===== src/rtl/npu_conv_pkg.sv =====
// Shared conv-datapath types and helpers: pixel/column types, stride clamping,
// and the lane/row/column flattening rule used by the window buffer and PE array.
package npu_conv_pkg;

  localparam int unsigned PIX_DW = 8;
  localparam int unsigned COL_H  = 3;

  typedef logic [PIX_DW-1:0] pix_t;
  typedef pix_t [COL_H-1:0]  col_t;

  // Illegal strides (0 or wider than the kernel) degrade to stride 1.
  function automatic int unsigned stride_clamp(input int unsigned stride,
                                               input int unsigned k_w);
    return (stride == 0 || stride > k_w) ? 1 : stride;
  endfunction

  // Pixel index in a flattened bus: lane-major, then column, then row.
  // With k_w = 1 this is also the layout of a single column beat.
  function automatic int unsigned pix_idx(input int unsigned lane,
                                          input int unsigned row,
                                          input int unsigned col,
                                          input int unsigned k_h,
                                          input int unsigned k_w);
    return (lane * k_w + col) * k_h + row;
  endfunction

endpackage


===== src/rtl/conv_window_lane.sv =====
// One channel lane of the window: K_W columns of K_H pixels, shifted on a shared
// enable. Column 0 is the newest column.
module conv_window_lane #(
  parameter int DW  = 8,
  parameter int K_H = 3,
  parameter int K_W = 3
) (
  input  logic                    clk,
  input  logic                    rst_n,
  input  logic                    clear_i,
  input  logic                    shift_i,
  input  logic [K_H*DW-1:0]       col_i,
  output logic [K_W*K_H*DW-1:0]   win_o,
  output logic [K_H*DW-1:0]       tap_new_o,
  output logic [K_H*DW-1:0]       tap_old_o
);

  logic [K_W-1:0][K_H*DW-1:0] win_q;

  // NOTE: the window array is reset on purpose: outputs must read zero after
  // reset/clear, so it cannot be left to power-up state like a plain RAM.
  always_ff @(posedge clk or negedge rst_n) begin
    if (!rst_n) begin
      win_q <= '0;
    end else if (clear_i) begin
      win_q <= '0;
    end else if (shift_i) begin
      win_q[0] <= col_i;
      for (int j = 1; j < K_W; j++) begin
        win_q[j] <= win_q[j-1];
      end
    end
  end

  assign win_o     = win_q;
  assign tap_new_o = win_q[0];
  assign tap_old_o = win_q[K_W-1];

endmodule


===== src/rtl/conv_window_shift_buf.sv =====
// Column-shift window buffer: accepts one image column per beat, emits K_H x K_W
// windows per lane at a runtime stride, never straddling an image row.
module conv_window_shift_buf
  import npu_conv_pkg::*;
#(
  parameter int DW  = 8,
  parameter int K_H = 3,
  parameter int K_W = 3,
  parameter int CH  = 1,
  parameter int SW  = 2
) (
  input  logic                      clk,
  input  logic                      rst_n,
  input  logic                      clear,
  input  logic [SW-1:0]             stride,
  input  logic                      in_valid,
  output logic                      in_ready,
  input  logic [CH*K_H*DW-1:0]      in_data,
  input  logic                      in_last,
  output logic                      win_valid,
  input  logic                      win_ready,
  output logic [CH*K_H*K_W*DW-1:0]  win_data,
  output logic                      win_last,
  output logic [CH*K_H*DW-1:0]      tap_new,
  output logic [CH*K_H*DW-1:0]      tap_old
);

  localparam int CW    = $clog2(K_W + 1);
  localparam int COL_W = K_H * DW;
  localparam int WIN_W = K_W * COL_W;

  localparam logic [CW-1:0] FULL = CW'(K_W);
  localparam logic [CW-1:0] ONE  = CW'(1);

  localparam logic [1:0] ST_FILL  = 2'd0;  // fewer than K_W columns in this row
  localparam logic [1:0] ST_SKIP  = 2'd1;  // full, skipping columns for stride
  localparam logic [1:0] ST_ARMED = 2'd2;  // full, next accept emits a window
  localparam logic [1:0] ST_HOLD  = 2'd3;  // window stalled by consumer

  logic [CW-1:0] fill_q, fill_d;
  logic [CW-1:0] skip_q, skip_d;
  logic [CW-1:0] stride_q, stride_d;
  logic          win_valid_q, win_valid_d;
  logic          win_last_q, win_last_d;
  logic [1:0]    state;
  logic          accept, take, emit;

  assign in_ready = !win_valid_q || win_ready;
  assign accept   = in_valid && in_ready;
  assign take     = win_valid_q && win_ready;

  always_comb begin
    if (win_valid_q && !win_ready) state = ST_HOLD;
    else if (fill_q != FULL)       state = ST_FILL;
    else if (skip_q != '0)         state = ST_SKIP;
    else                           state = ST_ARMED;
  end

  // NOTE: every variable gets a default at the top of the block so no path
  // leaves it unassigned; that is what keeps this combinational, not a latch.
  always_comb begin
    fill_d      = fill_q;
    skip_d      = skip_q;
    stride_d    = stride_q;
    win_valid_d = win_valid_q;
    win_last_d  = win_last_q;
    emit        = 1'b0;

    // Stride only changes between rows so a row never mixes two strides.
    if (fill_q == '0) stride_d = CW'(stride_clamp(32'(stride), K_W));
    if (take) win_valid_d = 1'b0;

    if (accept) begin
      case (state)
        ST_FILL: begin
          fill_d = fill_q + ONE;
          emit   = (fill_q + ONE == FULL);
        end
        ST_SKIP:  skip_d = skip_q - ONE;
        ST_ARMED: emit = 1'b1;
        default:  ;
      endcase
      if (emit) begin
        win_valid_d = 1'b1;
        win_last_d  = in_last;
        skip_d      = stride_q - ONE;
      end
      // Old-row columns stay in the array; fill count alone masks them.
      if (in_last) begin
        fill_d = '0;
        skip_d = '0;
      end
    end

    if (clear) begin
      fill_d      = '0;
      skip_d      = '0;
      stride_d    = ONE;
      win_valid_d = 1'b0;
      win_last_d  = 1'b0;
    end
  end

  // NOTE: state registers use non-blocking assignments so every flop samples
  // the pre-edge values regardless of statement order.
  always_ff @(posedge clk or negedge rst_n) begin
    if (!rst_n) begin
      fill_q      <= '0;
      skip_q      <= '0;
      stride_q    <= ONE;
      win_valid_q <= 1'b0;
      win_last_q  <= 1'b0;
    end else begin
      fill_q      <= fill_d;
      skip_q      <= skip_d;
      stride_q    <= stride_d;
      win_valid_q <= win_valid_d;
      win_last_q  <= win_last_d;
    end
  end

  assign win_valid = win_valid_q;
  assign win_last  = win_last_q;

  for (genvar l = 0; l < CH; l++) begin : g_lane
    localparam int IN_LO  = int'(pix_idx(l, 0, 0, K_H, 1)) * DW;
    localparam int WIN_LO = int'(pix_idx(l, 0, 0, K_H, K_W)) * DW;

    conv_window_lane #(
      .DW  (DW),
      .K_H (K_H),
      .K_W (K_W)
    ) u_lane (
      .clk       (clk),
      .rst_n     (rst_n),
      .clear_i   (clear),
      .shift_i   (accept),
      .col_i     (in_data[IN_LO +: COL_W]),
      .win_o     (win_data[WIN_LO +: WIN_W]),
      .tap_new_o (tap_new[IN_LO +: COL_W]),
      .tap_old_o (tap_old[IN_LO +: COL_W])
    );
  end

endmodule


===== config.mk =====
export PLATFORM = sky130hd
export DESIGN_NAME = conv_window_shift_buf
export DESIGN_NICKNAME = d
export VERILOG_FILES = /design/src/rtl/npu_conv_pkg.sv /design/src/rtl/conv_window_lane.sv /design/src/rtl/conv_window_shift_buf.sv
export SDC_FILE = /design/constraint.sdc
export NUM_CORES = 1
export LEC_CHECK = 0
export ABC_CLOCK_PERIOD_IN_PS = 2300
export CAP_MARGIN = 25
export CORE_MARGIN = 4
export CORE_UTILIZATION = 38
export CTS_CLUSTER_DIAMETER = 50
export CTS_CLUSTER_SIZE = 8
export DETAILED_ROUTE_END_ITERATION = 10
export PLACE_DENSITY = 0.75
export SYNTH_ARGS = -nofsm -noshare
export SYNTH_HDL_FRONTEND = slang
export SYNTH_SLANG_ARGS = --single-unit
export TNS_END_PERCENT = 100

===== constraint.sdc =====
create_clock -name clk -period 2.3 [get_ports clk]
set_input_delay 0.345 -clock clk [delete_from_list [all_inputs] [get_ports clk]]
set_output_delay 0.345 -clock clk [all_outputs]
set_load 0.01 [all_outputs]

==> run_results.csv <==
group,metric,value,unit
logic_synthesis,synth-xor-area-share,0.237,%
grt,antenna_found_initial,0,
sta,setup_viol,0,
sta,finalHoldViolCount,0,
final_layout,final_cell_mix,"clkdlybuf4s50_1 (152), nand2_1 (149), dfrtp_1 (79), a21oi_1 (77), clkbuf_8 (9)",
route,routedWlPerCell,15.3,microns
final_layout,drive_gt1_share,5.34,%
power,p_per_area,582,nW/um^2
clock_network,clock-sinks,80,
critical_path,critPathSlowestCell,"dfrtp_1",
logic_synthesis,synth_top_family_by_area,"simple AND/OR/NAND/NOR gates",
clock_network,post_cts_buffers,0,
power,p_leak,2.17,nW
clock_network,clk_latency,0.34,ns
grt,globalRouteTotalUtil,17.4,%
grt,grt_pass1_wl,15900,microns
final_layout,final_common_cell,"clkdlybuf4s50_1",
min_path,hp-class,"in2reg",
logic_synthesis,ys_ff_latch,80,
route,drt_iter0_drc,160,
route,vias,3138,
logic_synthesis,synthFlopType,"dfrtp_1",
die,die-height,107,microns
critical_path,start_kind,"flop",
grt,grt_pass1_vias,3081,
clock_network,holdBufCountCts,1,
die,initial_core_util,39.4,%
logic_synthesis,synth_nets,454,
die,rows,35,
grt,overflow,0,
sta,min_period,1.89,ns
die,fp.dieArea,11400,sq um
grt,grt_max_degree,74,
sta,rsz0062_at_grt,"false",
critical_path,worstSetupPathType,"reg2reg",
logic_synthesis,synth_area_leaders,"dfrtp_1 (54%), nand2_1 (15%), buf_4 (11%)",
critical_path,crit_chain,"ha_1, or3_1, nand4_1, o21ba_1, a311o_1",
critical_path,crit_path_max_fanout,9,
critical_path,arrival,2.12,ns
clock_network,cts_resized,0,
logic_synthesis,yosys.area_share.adder,1.02,%
route,drc_errors,0,
logic_synthesis,async_flop_share,100,%
logic_synthesis,syn-instance-count,419,
route,first_pass_iters,4,
final_layout,fin_util,56.0,%
die,ios,155,
route,vias_per_cell,4.81,
final_layout,syn2layout_area_growth,42.1,%
route,antenna_left,0,
power,vdd_ir_drop_max,0.373,mV
min_path,hold_depth,3,
sta,worst_slew_pin_slew,0.521,ns
sta,relSlewSlack,65.3,%
final_layout,final_nets,554,
place,gp_congestion,0.839,
logic_synthesis,synthDistinctLibCells,30,
place,portBuffers,154,
logic_synthesis,synthSimpleGateAreaFrac,18.2,%
sta,timing.final.crit_share,82.3,%
logic_synthesis,syn_area_per_cell,8.82,sq um
logic_synthesis,synth_mux_area_share,0.542,%
logic_synthesis,ys_seq_area_share,54.2,%
critical_path,max_stage_delay,0.43,ns
logic_synthesis,yosysTopAreaCell,"dfrtp_1",
sta,slew_violations,0,
clock_network,cts_made_buffers,9,
clock_network,clockBufferDepth,2,
logic_synthesis,ys_warn_count,0,
place,hpwl,7160,microns
sta,fin_tns_setup,0,ns
critical_path,reg2reg_depth,5,
logic_synthesis,synth_compound_area_share,12.5,%
outcome,status,"finished, final reports clean",
run,max_cap_violations,0,
final_layout,antenna_cells,0,
critical_path,required,2.52,ns
die,die-width,107,microns
clock_network,h-tree-depth,3,
sta,fmaxAchievable,0.529,GHz
die,core-area,9370,sq um
clock_network,clk_pin_slew,0.08,ns
critical_path,cp-end-kind,"flop",
sta,finClkSkew,0.00944,ns
logic_synthesis,syn_area,3690,sq um
route,drt_wl_total,9960,microns
clock_network,cts-root-buf,"clkbuf_8",
logic_synthesis,synth_edf_count,0,
clock_network,cts_tree,"done",
logic_synthesis,yosysTopAreaCellShare,53.5,%
power breakdown:
part           switching (W)  internal, W  leakage [nW]
Combinational       0.000206     0.000216         0.977
Clock               0.000514     0.000618         0.107
Sequential         0.0000515      0.00145          1.09
kinds of logic after synthesis:
logic type / after synthesis
mux: 2
simple gates: 169
compound gates: 87
fa+ha+maj: 3
buf+inv: 77
flops: 80
xor+xnor: 1
through the flow:
step | hold slack (ns) | worst slack (ns) | total power (W) | area [sq um] | std cells
floorplan | 0.0494 | 0.587 | 0.00172 | 3690 | 419
global placement | 0.343 | 0.404 | 0.00194 | 5020 | 636
detailed placement | 0.356 | 0.358 | 0.00195 | 5020 | 636
CTS | 0.286 | 0.423 | 0.00309 | 5250 | 653
global route | 0.295 | 0.365 | 0.00319 | 5250 | 653
finish | 0.309 | 0.408 | 0.00306 | 5250 | 653
routing by layer:
layer  vias up  part of all wire, %  track usage (%)  wire length [microns]
li1       1506                    -                -                      -
met1      1494                   44             23.4                   4430
met2       122                   48             27.9                   4750
met3        16                  6.0             3.31                    601
met4         0                  1.8             6.30                    179
met5         -                    0                0                      0
final timing paths:
| kind | endpoint | slack, ns | from |
|---|---|---|---|
| max in group asynchronous | g_lane[0].u_lane.win_o[43] | 1.19 | rst_n |
| hold / removal | stride_q[0] | 0.31 | clear |
| min in group asynchronous | g_lane[0].u_lane.tap_new_o[11] | 0.52 | rst_n |
| setup reg to reg | skip_q[1] | 0.41 | fill_q[0] |
| hold reg to reg | g_lane[0].u_lane.tap_old_o[14] | 0.55 | g_lane[0].u_lane.tap_old_o[14] |
| setup / recovery | skip_q[1] | 0.41 | fill_q[0] |
cell usage after synthesis (3+ instances only):
cell	n
a21oi_1	77
buf_2	4
buf_4	53
clkbuf_1	15
dfrtp_1	79
ha_1	3
inv_1	3
nand2_1	150
nor2_1	6
o21ai_0	3
cell type report:
type / count / area [sq um]
Clock buffer: 10 / 128
Tap cell: 129 / 161
Multi-Input combinational cell: 262 / 1200
Timing Repair Buffer: 163 / 1650
Inverter: 3 / 11.3
Clock inverter: 6 / 90.1
Fill cell: 871 / 4120
Sequential cell: 80 / 2000
registers in the layout, indices dropped and copies added, names as in the netlist:
name,cells
g_lane.u_lane.tap_new_o,24
g_lane.u_lane.tap_old_o,24
g_lane.u_lane.win_o,24
fill_q,2
skip_q,2
stride_q,2
win_last,1
win_valid,1
critical path: cells and delay by family, from the launching register on:
kind                     cells  cell delay (ns)
AND/OR/NAND/NOR              2             0.56
AO/OA/AOI/OAI                2             0.47
flip-flops                   1             0.43
adder cells (fa/ha/maj)      1             0.31
(Power assumes the default switching activity.)
